## config.mk

```make
export PLATFORM = sky130hd
export DESIGN_NAME = ysyx_22050039_seq_ctrl
export DESIGN_NICKNAME = d
export VERILOG_FILES = /design/src/rtl/ysyx_22050039_seq_ctrl.sv
export SDC_FILE = /design/constraint.sdc
export NUM_CORES = 1
export LEC_CHECK = 0
export BUFFER_PORTS_ARGS = -buffer_cell sky130_fd_sc_hd__buf_2
export CAP_MARGIN = 20
export CORE_MARGIN = 2
export CORE_UTILIZATION = 40
export DETAILED_ROUTE_END_ITERATION = 7
export PLACE_DENSITY = 0.87
export SYNTH_ARGS = -nofsm -noshare
export SYNTH_HDL_FRONTEND = slang
export SYNTH_SLANG_ARGS = --single-unit
```

## constraint.sdc

```tcl
create_clock -name i_clk -period 2 [get_ports i_clk]
set_input_delay 0.2 -clock i_clk [delete_from_list [all_inputs] [get_ports i_clk]]
set_output_delay 0.2 -clock i_clk [all_outputs]
set_load 0.01 [all_outputs]
```

## src/rtl/ysyx_22050039_seq_ctrl.sv

```systemverilog
// ysyx_22050039_seq_ctrl: multi-cycle FREQ/FWAIT/DEC/EXEC/WB sequencer with a sticky halt.
// Performance counters (mcycle/minstret) are built only when PERF_CNT_EN is defined.
module ysyx_22050039_seq_ctrl #(
   parameter int unsigned XLEN     = 64,
   parameter int unsigned INST_LEN = 32,
   parameter int unsigned CNT_W    = 64
) (
   input  logic                i_clk,
   input  logic                i_rst_n,
   output logic                o_imem_req_valid,
   input  logic                i_imem_req_ready,
   input  logic                i_imem_rsp_valid,
   input  logic [INST_LEN-1:0] i_imem_rsp_inst,
   output logic [INST_LEN-1:0] o_inst,
   input  logic                i_dec_ebreak,
   input  logic                i_dec_illegal,
   output logic                o_exu_start,
   input  logic                i_exu_done,
   output logic                o_rf_wen,
   output logic                o_pc_wen,
   output logic                o_halted,
   output logic [1:0]          o_halt_code,
   output logic [CNT_W-1:0]    o_mcycle,
   output logic [CNT_W-1:0]    o_minstret
);

   typedef enum logic [2:0] {
      StFreq,
      StFwait,
      StDec,
      StExec,
      StWb,
      StHalt
   } state_e;

   localparam logic [1:0] HaltRun     = 2'b00;
   localparam logic [1:0] HaltEbreak  = 2'b01;
   localparam logic [1:0] HaltIllegal = 2'b10;

   // XLEN only matters to the surrounding core; catch an inconsistent build early.
   if (XLEN < INST_LEN) begin : g_xlen_chk
      $error("XLEN must not be narrower than INST_LEN");
   end

   state_e              r_state;
   state_e              w_state_nxt;
   logic                r_req_valid;
   logic                r_exu_start;
   logic                r_wb;
   logic                r_halted;
   logic [1:0]          r_halt_code;
   logic [1:0]          w_halt_code_nxt;
   logic [INST_LEN-1:0] r_inst;
   logic                w_inst_load;

   always_comb begin
      w_state_nxt     = r_state;
      w_halt_code_nxt = r_halt_code;
      w_inst_load     = 1'b0;
      unique case (r_state)
         StFreq: begin
            // Handshake uses the registered valid, so the cycle right after reset never fires.
            if (r_req_valid && i_imem_req_ready) begin
               w_state_nxt = StFwait;
            end
         end
         StFwait: begin
            if (i_imem_rsp_valid) begin
               w_inst_load = 1'b1;
               w_state_nxt = StDec;
            end
         end
         StDec: begin
            if (i_dec_illegal) begin
               w_state_nxt     = StHalt;
               w_halt_code_nxt = HaltIllegal;
            end else if (i_dec_ebreak) begin
               w_state_nxt     = StHalt;
               w_halt_code_nxt = HaltEbreak;
            end else begin
               w_state_nxt = StExec;
            end
         end
         StExec: begin
            if (i_exu_done) begin
               w_state_nxt = StWb;
            end
         end
         StWb: begin
            w_state_nxt = StFreq;
         end
         StHalt: begin
            w_state_nxt = StHalt;
         end
         default: begin
            w_state_nxt = StFreq;
         end
      endcase
   end

   // Strobes are registered from the next state so each one is glitch-free and Moore-timed.
   always_ff @(posedge i_clk or negedge i_rst_n) begin
      if (!i_rst_n) begin
         r_state     <= StFreq;
         r_req_valid <= 1'b0;
         r_exu_start <= 1'b0;
         r_wb        <= 1'b0;
         r_halted    <= 1'b0;
         r_halt_code <= HaltRun;
         r_inst      <= '0;
      end else begin
         r_state     <= w_state_nxt;
         r_req_valid <= (w_state_nxt == StFreq);
         r_exu_start <= (r_state == StDec) && (w_state_nxt == StExec);
         r_wb        <= (w_state_nxt == StWb);
         r_halted    <= (w_state_nxt == StHalt);
         r_halt_code <= w_halt_code_nxt;
         if (w_inst_load) begin
            r_inst <= i_imem_rsp_inst;
         end
      end
   end

   assign o_imem_req_valid = r_req_valid;
   assign o_exu_start      = r_exu_start;
   assign o_rf_wen         = r_wb;
   assign o_pc_wen         = r_wb;
   assign o_halted         = r_halted;
   assign o_halt_code      = r_halt_code;
   assign o_inst           = r_inst;

`ifdef PERF_CNT_EN
   logic [CNT_W-1:0] r_mcycle;
   logic [CNT_W-1:0] r_minstret;
   logic             w_retire;

   // An ebreak retires in DEC; an illegal instruction never retires.
   assign w_retire = (r_state == StWb) ||
                     ((r_state == StDec) && !i_dec_illegal && i_dec_ebreak);

   always_ff @(posedge i_clk or negedge i_rst_n) begin
      if (!i_rst_n) begin
         r_mcycle   <= '0;
         r_minstret <= '0;
      end else begin
         if (r_state != StHalt) begin
            r_mcycle <= r_mcycle + CNT_W'(1);
         end
         if (w_retire) begin
            r_minstret <= r_minstret + CNT_W'(1);
         end
      end
   end

   assign o_mcycle   = r_mcycle;
   assign o_minstret = r_minstret;
`else
   assign o_mcycle   = '0;
   assign o_minstret = '0;
`endif

endmodule
```

==> reports/results.env <==
MAXSLEWHEADROOM_PCT=40.91
CELL_TAKING_THE_MOST_AREA_AFTER_SYNTHESIS='dfrtp_1'
POWER.IR.VDD_WORST_uV=565.2
DOMINANTREGCELLSYNTH='dfrtp_1'
ACHIEVABLE_FREQ_GHz=0.6279
SYNTH_COMMONEST_CELLS='129 x buf_4, 41 x dfrtp_1, 32 x mux2_2'
REMAINING_DRC_ERRORS=0
GRT_OVERFLOW=0
PWR_DENS_nW_PER_UM2=1342
YOSYS_WARNINGS=0
SETUP.WORST_PATH.CLASS='reg -> reg'
CRITICAL_PATH.CELL_CHAIN='nand2b_4 > nor3b_4 > buf_12 > mux2_2'
YS_ASYNC_SR_FRACTION_PCT=100.0
FINALHOLDWORSTSLACK_NS=0.03905
CLASS_OF_THE_TIGHTEST_HOLD_OR_REMOVAL_CHECK='in -> async'
SYNTHESIS.AREA_PER_INSTANCE_UM2=11.20
CRITPATHMAXSTAGEDELAY_NS=0.45
GLOBAL_ROUTE.USAGE.TOTAL_PCT=9.865
AREA_GROWTH_FROM_SYNTHESIS_TO_FINAL_LAYOUT_PCT=3.610
CRITICAL_PATH_PEAK_FANOUT=32
ROUTE.FINAL.WIRE_LENGTH_UM=3692
HPWLAFTERDP_UM=2996
FINALCRITPERIODSHARE_PCT=79.63
RSZ0062_AT_GRT='no'
CLKSINKCOUNT=41
CORE_UM2=6277
WORSTREG2REGSTART='r_state[2]'
CTS_MAX_LEVEL=2
DR.PASS1.ITERS=3
GRT_START_MAX_NET_PINS=42
CLK_PIN_SLEW_NS=0.08
MAXCAPVIOLATIONS=0
FIN_SETUP_TNS_NS=0
SEQ_AREA_FRAC_SYNTH_PCT=40.00
ROUTE.ANTENNA.REMAINING_NETS=0
SYN_AREA_UM2=2565
REGISTER_BIT_COUNT_REPORTED_BY_YOSYS=41
DIE_WIDTH_UM=84.08
FINAL_HOLD_VIOL_COUNT=0
VIAS_PER_CELL=3.690
FILLER_CELL_COUNT=584
VIAS=1428
DESIGN.PORTCOUNT=206
ANTENNA_DIODE_COUNT=0
WL_PER_CELL_UM=9.540
ROUTABILITYCONGESTION=0.7064
DR.FIRST_ITER.DRC_COUNT=15
SYNTH_CELL_TYPES=19
INSERTION_DELAY_NS=0.28
TIMING.REG2REG.SETUP_SLACK_NS=0.41
VIAS_IN_THE_FIRST_GLOBAL_ROUTE=1180
SYNTH_AREA_LEADERS='dfrtp_1 40%, buf_4 38%, mux2_2 14%, nor3b_4 1.5%, buf_6 1.3%'
GATE_COUNT_POST_SYNTH=229
ROW_COUNT=29
STARTPOINT_TYPE='flop'
FIRST_PASS_GRT_WIRE_LENGTH_UM=5547
SYNTH.MOST_COMMON_CELL='buf_4'
POSTCTSSETUPREPAIRBUFS=0
FIN_CRIT_NS=1.593
ELEMENT_TYPE_AT_THE_CRITICAL_PATH_END='flop'
TIMING.CLOCK.SKEW_NS=0.007065
TIMING.FINAL.MAX_SLEW_VIOLATIONS=0
CTS-HOLD-FIX-BUFFERS=0
NUM-NETS-FINAL=348
NUMBER_OF_ANTENNA_VIOLATIONS_AT_THE_FIRST_CHECK_IN_GLOBAL_ROUTING=0
WORST_PIN_SLEW_NS=0.8864
CTS_INSERTED_BUFFERS=5
RUN_STATUS='finished, final reports clean'
WORST_PATH_MAX_DELAY_CELL='dfrtp_1'
DRIVE_ABOVE_1_SHARE_PCT=39.03
WORST_EP_REQUIRED_TIME_NS=2.17
REG2REG_DEPTH=4
FP.DIEH_UM=84.08
CTSLONGESTPATHBUFFERS=2
CP_DATA_ARRIVAL_TIME_NS=1.76
CTS_RESIZED=0
REGTOREGENDPOINT='o_inst[28]'
TRITONCTS_CLOCK_TREE='yes'
PLACE.PORT_BUFFERS=77
SYNTH_EDF_COUNT=0
YOSYSTOPAREACELLSHARE_PCT=40.00
CTS_ROOT_BUFFER='clkbuf_8'
FLOORPLAN.INITIALDENSITY_PCT=40.86
FINALSETUPVIOLCOUNT=0
STATIC-LEAKAGE-POWER_nW=1.463
FLOORPLAN.DIE_AREA_UM2=7069
-- critical path: cells and delay by family, from the launching register on --
family                 cells  cell delay (ns)
flip-flops                 1             0.45
AND/OR/NAND/NOR            2             0.42
buffers and inverters      1             0.23
multiplexers               1             0.36
-- registers in the layout, indices dropped and copies added, names as in the netlist --
signal            count
o_exu_start           1
r_state               3
o_imem_req_valid      1
o_pc_wen              1
o_halt_code           2
o_halted              1
o_inst               32
-- how the worst max path moves through the flow --
| stage | cells past startpoint | from | endpoint |
|---|---|---|---|
| global placement | 4 | r_state[2] | o_inst[29] |
| finish | 4 | r_state[2] | o_inst[28] |
| CTS | 4 | r_state[2] | o_inst[4] |
| floorplan | 4 | r_state[2] | o_inst[0] |
| detailed placement | 4 | r_state[2] | o_inst[28] |
| global route | 4 | r_state[2] | o_inst[4] |
-- metal layers --
layer | track usage, % | part of all wire, %
met1 | 10.41 | 34
met2 | 17.97 | 53
met3 | 2.868 | 13
met4 | 4.399 | 1.1
met5 | 0 | 0
-- placed cells by master (no fill, tap or decap), types with 2 or more instances in the layout --
cell      instances
nor3b_4           2
nand2_1           3
conb_1          128
clkbuf_8          6
nor2_1            2
mux2_2           32
o21ai_0           2
buf_2            77
dfrtp_1          41
a21oi_1           3
nand3b_1          3
-- logic make-up (layout without fill, tap and decap cells) --
family                 Yosys count  count (layout)  synth area share, %
flip-flops                      41              41                40.00
buffers and inverters          132              86                39.07
AO/OA/AOI/OAI                    8               8                1.951
multiplexers                    32              32                14.05
other                            1             128               0.1462
AND/OR/NAND/NOR                 15              15                4.781
-- through the flow --
stage | std cells | setup WS [ns] | utilization (%) | instance area, um^2 | power (mW)
6_report | 387 | 0.4074 | 42.34 | 2658 | 3.568
5_1_grt | 387 | 0.3286 | 42.34 | 2658 | 3.826
4_1_cts | 387 | 0.4022 | 42.34 | 2658 | 3.628
3_5_place_dp | 379 | 0.4096 | 40.48 | 2541 | 2.946
3_3_place_gp | 379 | 0.4692 | 40.48 | 2541 | 2.881
2_1_floorplan | 356 | 0.4745 | - | 3042 | 2.585
-- power breakdown --
group | leakage, nW | switching, mW | internal, mW
registers | 0.494 | 0.224 | 1.23
clock network | 0.0585 | 0.254 | 0.407
logic | 0.910 | 0.720 | 0.729
-- cell type report --
type | count | area (um^2) | share of cell area [%]
timing repair buffer | 78 | 405.4 | 15.25
multi-input combinational | 183 | 1013 | 38.14
tap | 77 | 96.34 | 3.625
clock inverter | 1 | 30.03 | 1.130
clock buffer | 7 | 86.33 | 3.249
sequential | 41 | 1026 | 38.61
No activity file was read; power rests on OpenSTA's default activity.
